$ cat src/rtl/uart_arb_pkg.sv
// ---------------------------------------------------------------------------
// uart_arb_pkg
// Shared types and constants for the three-requester bus arbiter.
//   state_t  : arbiter FSM states (IDLE / CMD / RDWAIT)
//   owner_t  : requester number, 1..3 (0 is never used)
//   N_REQ    : number of upstream requesters
//   next_owner(): round-robin successor of a requester number (3 wraps to 1)
// Optional feature macro: UART_ARB_ROUND_ROBIN_EN (used by uart_bus_arbiter).
// ---------------------------------------------------------------------------
package uart_arb_pkg;

  localparam int N_REQ = 3;

  typedef enum logic [1:0] {
    ST_IDLE   = 2'd0,
    ST_CMD    = 2'd1,
    ST_RDWAIT = 2'd2
  } state_t;

  typedef logic [1:0] owner_t;

  function automatic owner_t next_owner(input owner_t cur);
    return (cur == owner_t'(N_REQ)) ? owner_t'(1) : owner_t'(cur + owner_t'(1));
  endfunction

endpackage

$ cat src/rtl/uart_arb_pick.sv
// ---------------------------------------------------------------------------
// uart_arb_pick
// Combinational winner selector. Scans the request vector starting at the
// requester named by ptr and wrapping around; the first active request wins.
// With ptr held at 1 this degenerates to fixed priority s1 > s2 > s3.
// Ports:
//   req    : request vector, bit 0 = requester 1
//   ptr    : requester number (1..3) with highest priority this cycle
//   winner : requester number of the selected request (ptr if none active)
// ---------------------------------------------------------------------------
module uart_arb_pick
  import uart_arb_pkg::*;
(
  input  logic [N_REQ-1:0] req,
  input  owner_t           ptr,
  output owner_t           winner
);

  always_comb begin
    int  base;
    int  idx;
    logic found;
    winner = ptr;
    found  = 1'b0;
    // ptr is never 0 in practice; treat it as requester 1 to stay in range
    base   = (ptr == owner_t'(0)) ? 0 : int'(ptr) - 1;
    for (int k = 0; k < N_REQ; k++) begin
      idx = (base + k) % N_REQ;
      if (!found && req[idx]) begin
        winner = owner_t'(idx + 1);
        found  = 1'b1;
      end
    end
  end

endmodule

$ cat src/rtl/uart_bus_arbiter.sv
// ---------------------------------------------------------------------------
// uart_bus_arbiter
// Three-requester to one-master memory-mapped bus arbiter; one transaction
// in flight at a time. IDLE registers a winner, CMD forwards the owner's
// command combinationally, RDWAIT routes the read return to the owner.
// Ports:
//   clk, rst                       : clock, asynchronous active-high reset
//   sN_write/read/address/writedata: requester N command (N = 1..3)
//   sN_waitrequest                 : stall to requester N
//   sN_readdatavalid/readdata      : read return to requester N
//   m_write/read/address/writedata : shared downstream command
//   m_waitrequest/readdatavalid/readdata : downstream handshake and data
// Build option: define UART_ARB_ROUND_ROBIN_EN for round-robin arbitration;
// otherwise fixed priority s1 > s2 > s3 with no pointer register.
// ---------------------------------------------------------------------------
module uart_bus_arbiter
  import uart_arb_pkg::*;
#(
  parameter int ADDR_W = 16,
  parameter int DATA_W = 32
) (
  input  logic              clk,
  input  logic              rst,
  input  logic              s1_write,
  input  logic              s1_read,
  input  logic [ADDR_W-1:0] s1_address,
  input  logic [DATA_W-1:0] s1_writedata,
  output logic              s1_waitrequest,
  output logic              s1_readdatavalid,
  output logic [DATA_W-1:0] s1_readdata,
  input  logic              s2_write,
  input  logic              s2_read,
  input  logic [ADDR_W-1:0] s2_address,
  input  logic [DATA_W-1:0] s2_writedata,
  output logic              s2_waitrequest,
  output logic              s2_readdatavalid,
  output logic [DATA_W-1:0] s2_readdata,
  input  logic              s3_write,
  input  logic              s3_read,
  input  logic [ADDR_W-1:0] s3_address,
  input  logic [DATA_W-1:0] s3_writedata,
  output logic              s3_waitrequest,
  output logic              s3_readdatavalid,
  output logic [DATA_W-1:0] s3_readdata,
  output logic              m_write,
  output logic              m_read,
  output logic [ADDR_W-1:0] m_address,
  output logic [DATA_W-1:0] m_writedata,
  input  logic              m_waitrequest,
  input  logic              m_readdatavalid,
  input  logic [DATA_W-1:0] m_readdata
);

  state_t           state_q, state_d;
  owner_t           owner_q, owner_d;
  owner_t           winner;
  owner_t           ptr;
  logic [N_REQ-1:0] req_vec;
  logic [N_REQ-1:0] wait_vec;
  logic [N_REQ-1:0] rdv_vec;

  logic              own_wr, own_rd;
  logic [ADDR_W-1:0] own_addr;
  logic [DATA_W-1:0] own_wdata;
  logic              xfer_done;

  assign req_vec = {s3_write | s3_read, s2_write | s2_read, s1_write | s1_read};

  uart_arb_pick u_pick (
    .req    (req_vec),
    .ptr    (ptr),
    .winner (winner)
  );

  // Owner's command fields, selected by the registered owner number
  always_comb begin
    own_wr    = s1_write;
    own_rd    = s1_read;
    own_addr  = s1_address;
    own_wdata = s1_writedata;
    case (owner_q)
      owner_t'(2): begin
        own_wr    = s2_write;
        own_rd    = s2_read;
        own_addr  = s2_address;
        own_wdata = s2_writedata;
      end
      owner_t'(3): begin
        own_wr    = s3_write;
        own_rd    = s3_read;
        own_addr  = s3_address;
        own_wdata = s3_writedata;
      end
      default: ;
    endcase
  end

  // A transaction completes when a write is accepted or read data returns
  assign xfer_done = ((state_q == ST_CMD) && own_wr && !m_waitrequest) ||
                     ((state_q == ST_RDWAIT) && m_readdatavalid);

`ifdef UART_ARB_ROUND_ROBIN_EN
  owner_t ptr_q, ptr_d;

  always_comb begin
    ptr_d = ptr_q;
    if (xfer_done) ptr_d = next_owner(owner_q);
  end

  always_ff @(posedge clk or posedge rst) begin
    if (rst) ptr_q <= owner_t'(1);
    else     ptr_q <= ptr_d;
  end

  assign ptr = ptr_q;
`else
  assign ptr = owner_t'(1);
`endif

  // State register
  always_ff @(posedge clk or posedge rst) begin
    if (rst) begin
      state_q <= ST_IDLE;
      owner_q <= owner_t'(1);
    end else begin
      state_q <= state_d;
      owner_q <= owner_d;
    end
  end

  // Next-state logic
  always_comb begin
    state_d = state_q;
    owner_d = owner_q;
    case (state_q)
      ST_IDLE: begin
        if (|req_vec) begin
          state_d = ST_CMD;
          owner_d = winner;
        end
      end
      ST_CMD: begin
        if (!own_wr && !own_rd) state_d = ST_IDLE;   // owner withdrew
        else if (!m_waitrequest) state_d = own_wr ? ST_IDLE : ST_RDWAIT;
      end
      ST_RDWAIT: begin
        if (m_readdatavalid) state_d = ST_IDLE;
      end
      default: state_d = ST_IDLE;
    endcase
  end

  // Outputs: write takes precedence when both strobes are high
  always_comb begin
    m_write     = 1'b0;
    m_read      = 1'b0;
    m_address   = '0;
    m_writedata = '0;
    if (state_q == ST_CMD) begin
      m_write     = own_wr;
      m_read      = own_rd & ~own_wr;
      m_address   = own_addr;
      m_writedata = own_wdata;
    end
  end

  for (genvar gi = 0; gi < N_REQ; gi++) begin : g_req
    assign wait_vec[gi] = ~((state_q == ST_CMD) && (owner_q == owner_t'(gi + 1)) &&
                            !m_waitrequest);
    assign rdv_vec[gi]  = (state_q == ST_RDWAIT) && (owner_q == owner_t'(gi + 1)) &&
                          m_readdatavalid;
  end

  assign s1_waitrequest   = wait_vec[0];
  assign s2_waitrequest   = wait_vec[1];
  assign s3_waitrequest   = wait_vec[2];
  assign s1_readdatavalid = rdv_vec[0];
  assign s2_readdatavalid = rdv_vec[1];
  assign s3_readdatavalid = rdv_vec[2];
  assign s1_readdata      = m_readdata;
  assign s2_readdata      = m_readdata;
  assign s3_readdata      = m_readdata;

endmodule
$ cat config.mk
export PLATFORM = sky130hd
export DESIGN_NAME = uart_bus_arbiter
export DESIGN_NICKNAME = d
export VERILOG_FILES = /design/src/rtl/uart_arb_pkg.sv /design/src/rtl/uart_arb_pick.sv /design/src/rtl/uart_bus_arbiter.sv
export SDC_FILE = /design/constraint.sdc
export NUM_CORES = 1
export LEC_CHECK = 0
export BUFFER_PORTS_ARGS = -buffer_cell sky130_fd_sc_hd__clkbuf_2
export CAP_MARGIN = 20
export CELL_PAD_IN_SITES_DETAIL_PLACEMENT = 0
export CELL_PAD_IN_SITES_GLOBAL_PLACEMENT = 1
export CORE_AREA = 2 2 129 131
export CTS_CLUSTER_DIAMETER = 40
export DETAILED_ROUTE_END_ITERATION = 6
export DIE_AREA = 0 0 131 133
export PLACE_DENSITY_LB_ADDON = 0.12
export SYNTH_ARGS = -nofsm -noshare
export SYNTH_HDL_FRONTEND = slang
export SYNTH_SLANG_ARGS = --single-unit
$ cat constraint.sdc
create_clock -name clk -period 1.95 [get_ports clk]
set_input_delay 0.195 -clock clk [delete_from_list [all_inputs] [get_ports clk]]
set_output_delay 0.195 -clock clk [all_outputs]
set_load 0.02 [all_outputs]
# == Yosys cells after proc, flatten, opt, wreduce, memory -nomap -nowiden ==
# Cells that the tools add are included.
# word_totals
register_bits,4
out_inout_bits,152
word_cells,60
# classes
n_eq_ne,8
n_mux,18
bitwise,8
reduce_logical,24
# ops
op,count
32-bit case mux with 2 select lines,1
32-bit two-way mux,1
16-bit case mux with 2 select lines,1
16-bit two-way mux,1
1-bit logical AND,15
2-bit two-way mux,7
"2-bit == test, second input constant",3
2-bit case mux with 3 select lines,1
1-bit logical NOT,5
"2-bit by 1-bit == test with 1-bit output, second input constant",2
1-bit two-way mux,4
"2-bit inequality test, second input constant",2
1-bit NOT,4
1-bit case mux with 2 select lines,2
"3-bit inequality test, second input constant",1
1-bit OR,3
3-bit AND reduction,1
3-bit OR reduction,1
2-bit logical NOT,1
2-bit AND reduction,1
1-bit AND,1

# == Logic depth before layout (Yosys ltp) ==
# logic_depth
ltp_word,8
ltp_mapped,5

# == Worst setup path before layout ==
# No wires, ideal clock.
# synth_path
kind,reg2out
startpoint,reg owner_q[0]
endpoint,out m_address[0]
arrival_time_ns,1.527
setup_slack_ns,0.228
path_stages_with_launch,5
cell_sequence,dfstp_2 > buf_6 > buf_12 > mux2i_1 > a211oi_1
# synth_between
elab_chain_len,3
elab_cells_between_ends,4
cone_classes,eq/ne (2); mux (2)
# synth_rtl
item,line_no,text
"start, declared",uart_bus_arbiter.sv:55,"owner_t owner_q, owner_d;"
"start signal, assigned",uart_bus_arbiter.sv:124,owner_q <= owner_t'(1);
"start signal, assigned",uart_bus_arbiter.sv:127,owner_q <= owner_d;
2-bit == test,uart_bus_arbiter.sv:81,case (owner_q)
16-bit case mux with 2 select lines (*),uart_bus_arbiter.sv:81,
16-bit two-way mux (*),uart_bus_arbiter.sv:159,if (state_q == ST_CMD) begin
"end, declared",uart_bus_arbiter.sv:47,"output logic [ADDR_W-1:0] m_address,"
# Every way passes the cells marked *; elsewhere a longest branch is shown, timed or not.

# == Final worst setup path ==
# layout_path
startpoint,reg owner_q[0]
endpoint,out m_read
# layout_between
elab_chain_len,5
elab_cells_between_ends,7
cone_classes,eq/ne (2); mux (3); bitwise (2)
# layout_rtl
item,line_no,text
2-bit == test,uart_bus_arbiter.sv:81,
1-bit case mux with 2 select lines,uart_bus_arbiter.sv:81,
1-bit NOT,uart_bus_arbiter.sv:161,m_read = own_rd & ~own_wr;
1-bit AND (*),uart_bus_arbiter.sv:161,
1-bit two-way mux (*),uart_bus_arbiter.sv:159,
"end, declared",uart_bus_arbiter.sv:46,"output logic m_read,"
# Marks and branches as above.

==> metrics.csv <==
metric,value,unit
core area,16200,µm²
final setup margin,0.0108,ns
Hold Path Class,in -> reg,
Port-buffer cells,209,
final hold slack,0.207,ns
Worst Setup Start Kind,register,
Final Critical Period,1.94,ns
most frequent cells in the layout,"clkbuf_2 (179), nor2_1 (53), mux2i_1 (48)",
# DRC,0,
MaxCap Viol Count,0,
Layout Utilization,18.6,%
First DRT Iteration DRCs,51,
R2R cell count,5,
hold depth,2,
top cell type's share of synthesized area,32.7,%
fraction of layout cells with a size suffix above 1,59.0,%
"Net Count, Synth",483,
clk_skew,0.00484,ns
# diodes,0,
Area Overhead vs Synth,33.2,%
ANT nets after route,0,
Synthesis Warnings,0,
routed wire length,8.36,mm
Die H,133,µm
DR pass1 iterations,3,
clock tree buffer depth,2,
Fin. Hold Viols,0,
cell row count,47,
Final Cycle Share,99.4,%
Total GRT Usage,8.67,%
Synth Register Bits,4,
Worst IR Drop VDD,514,µV
Lkg Pwr,1.72,nW
placed inst area,2780,µm²
syn_area_per_cell,7.58,µm²
fmax,516,MHz
fin area,3000,µm²
Critical Path RT,1.75,ns
Root Buffer Master,clkbuf_16,
hold endpoint,state_q[1]$_DFFE_PP0P_,
via count,2302,
Unique masters post-synth,28,
Clock Latency Late Sink,0.23,ns
gr ovfl total,0,
Clock transition at path regs,0.03,ns
hold_sp,m_readdatavalid,
Crit path arrival time,1.74,ns
footprint of the multi-input gates,1280,µm²
cells after synthesis,297,
most area-consuming cells after synthesis,"buf_4 (33%), mux2i_1 (22%), a211oi_1 (16%)",
number of buffers created by CTS,3,
number of antenna violations at the first check in global routing,0,
number of fill cells,1845,
sequential cell area,109,µm²
vias in the first global route,2330,
"commonest non-fill, non-tap cell in the layout",clkbuf_2,
"Seq/Total Area, Yosys",4.50,%
first-pass GRT wire length,11.9,mm
Crit Reg-Reg Endpoint,state_q[1]$_DFFE_PP0P_,
"Slew Viols, Final",0,
"area leader, netlist",buf_4,
Crit Path Max Fanout,5,
crit path kind,reg -> out,
H-tree depth,1,
largest net degree at the start of global routing,47,
Reg2Reg Setup Slack,0.27,ns
pre-CTS setup slack,0.0931,ns
global placement routability congestion,0.693,
r2r startpoint,owner_q[0]$_DFFE_PP1P_,
final setup fails,0,
RSZ-0062 raised after global routing,yes,
Final nets,587,
worst-margin pin slew,0.447,ns
synthesized area,2250,µm²
Slew HR,70.0,%
WL/cell,13.5,µm
outcome,"complete, no violations",
Detail Placement HPWL,6.56,mm
CTS tree,done,
Initial Utilization,13.9,%
drt via density,3.71,
io pins,338,
Sinks on Clock Net,4,
crit end category,output port,
die area,17400,µm²
PD cells,1510,nW/µm²
overall power,0.00453,W
die width,131,µm
-- Yosys cell counts (all sizes together) --
master / count
nor3: 1
mux2i: 50
nand3: 2
nor4: 1
a211oi: 49
inv: 2
nor2: 53
nand3b: 2
o32a: 1
clkbuf: 6
nand4b: 1
nand2b: 3
dfstp: 1
nand2: 1
buf: 114
nor3b: 1
o32ai: 1
o21ai: 1
a31o: 1
mux2: 3
dfrtp: 3
-- layer usage --
| layer | GRT usage, % | wire length [µm] | up-vias |
|---|---|---|---|
| met5 | 0 | 0 | - |
| met4 | 3.96 | 252 | 0 |
| met3 | 1.58 | 747 | 32 |
| met2 | 17.1 | 4430 | 120 |
| met1 | 8.47 | 2930 | 998 |
| li1 | - | - | 1152 |
-- timing repair --
action,in CTS,in global routing
buffers inserted,1,1
pin swaps,0,11
resized for setup,14,35
cloned,1,0
hold buffers,1,0
setup endpoints to repair,3,30
endpoints found under the hold margin,3,0
-- critical path: stages, from the launching register on --
cell	delay, ns
dfstp_4	0.68
mux2_4	0.33
mux2i_4	0.15
nand2b_4	0.16
nor2_1	0.04
buf_4	0.16
-- layout make-up --
type | count | area share, %
Tap cell | 220 | 9.17
Multi-Input combinational cell | 171 | 42.6
Sequential cell | 4 | 3.63
Inverter | 2 | 0.250
Timing Repair Buffer | 219 | 41.7
Clock buffer | 4 | 2.63
-- how the worst max path moves through the flow --
stage	from	to	slack, ns	depth (start not counted)
CTS	owner_q[0]$_DFFE_PP1P_	m_address[2]	-0.02	4
floorplan	owner_q[0]$_DFFE_PP1P_	m_address[0]	0.23	4
detailed placement	owner_q[0]$_DFFE_PP1P_	m_address[10]	0.09	4
global placement	owner_q[0]$_DFFE_PP1P_	m_address[10]	0.06	4
finish	owner_q[0]$_DFFE_PP1P_	m_read	0.01	5
global route	owner_q[0]$_DFFE_PP1P_	m_address[13]	-0.08	4
-- report_power, final --
group	internal (W)	switching (W)	total, W	leakage, nW
registers	0.000142	0.000137	0.000279	0.0466
logic	0.00163	0.00229	0.00392	1.64
clock network	0.000270	0.0000599	0.000330	0.0382
-- per-stage QoR --
step,cells,TNS (ns)
2_1_floorplan,297,0
3_3_place_gp,612,0
3_5_place_dp,612,0
4_1_cts,619,-0.0876
5_1_grt,620,-0.469
6_report,620,0
-- cell families (layout without fill, tap and decap cells) --
| kind of cell | count (synthesis) | count (layout) | synth area share [%] |
|---|---|---|---|
| and+or+nand+nor | 65 | 65 | 12.2 |
| AOI/OAI and AO/OA | 53 | 53 | 18.1 |
| buffers and inverters | 122 | 225 | 40.8 |
| muxes | 53 | 53 | 24.4 |
| DFF | 4 | 4 | 4.50 |
-- registers in the layout, indices dropped and copies added, names as in the netlist --
name,count
owner_q,2
state_q,2
(Power assumes the default switching activity.)
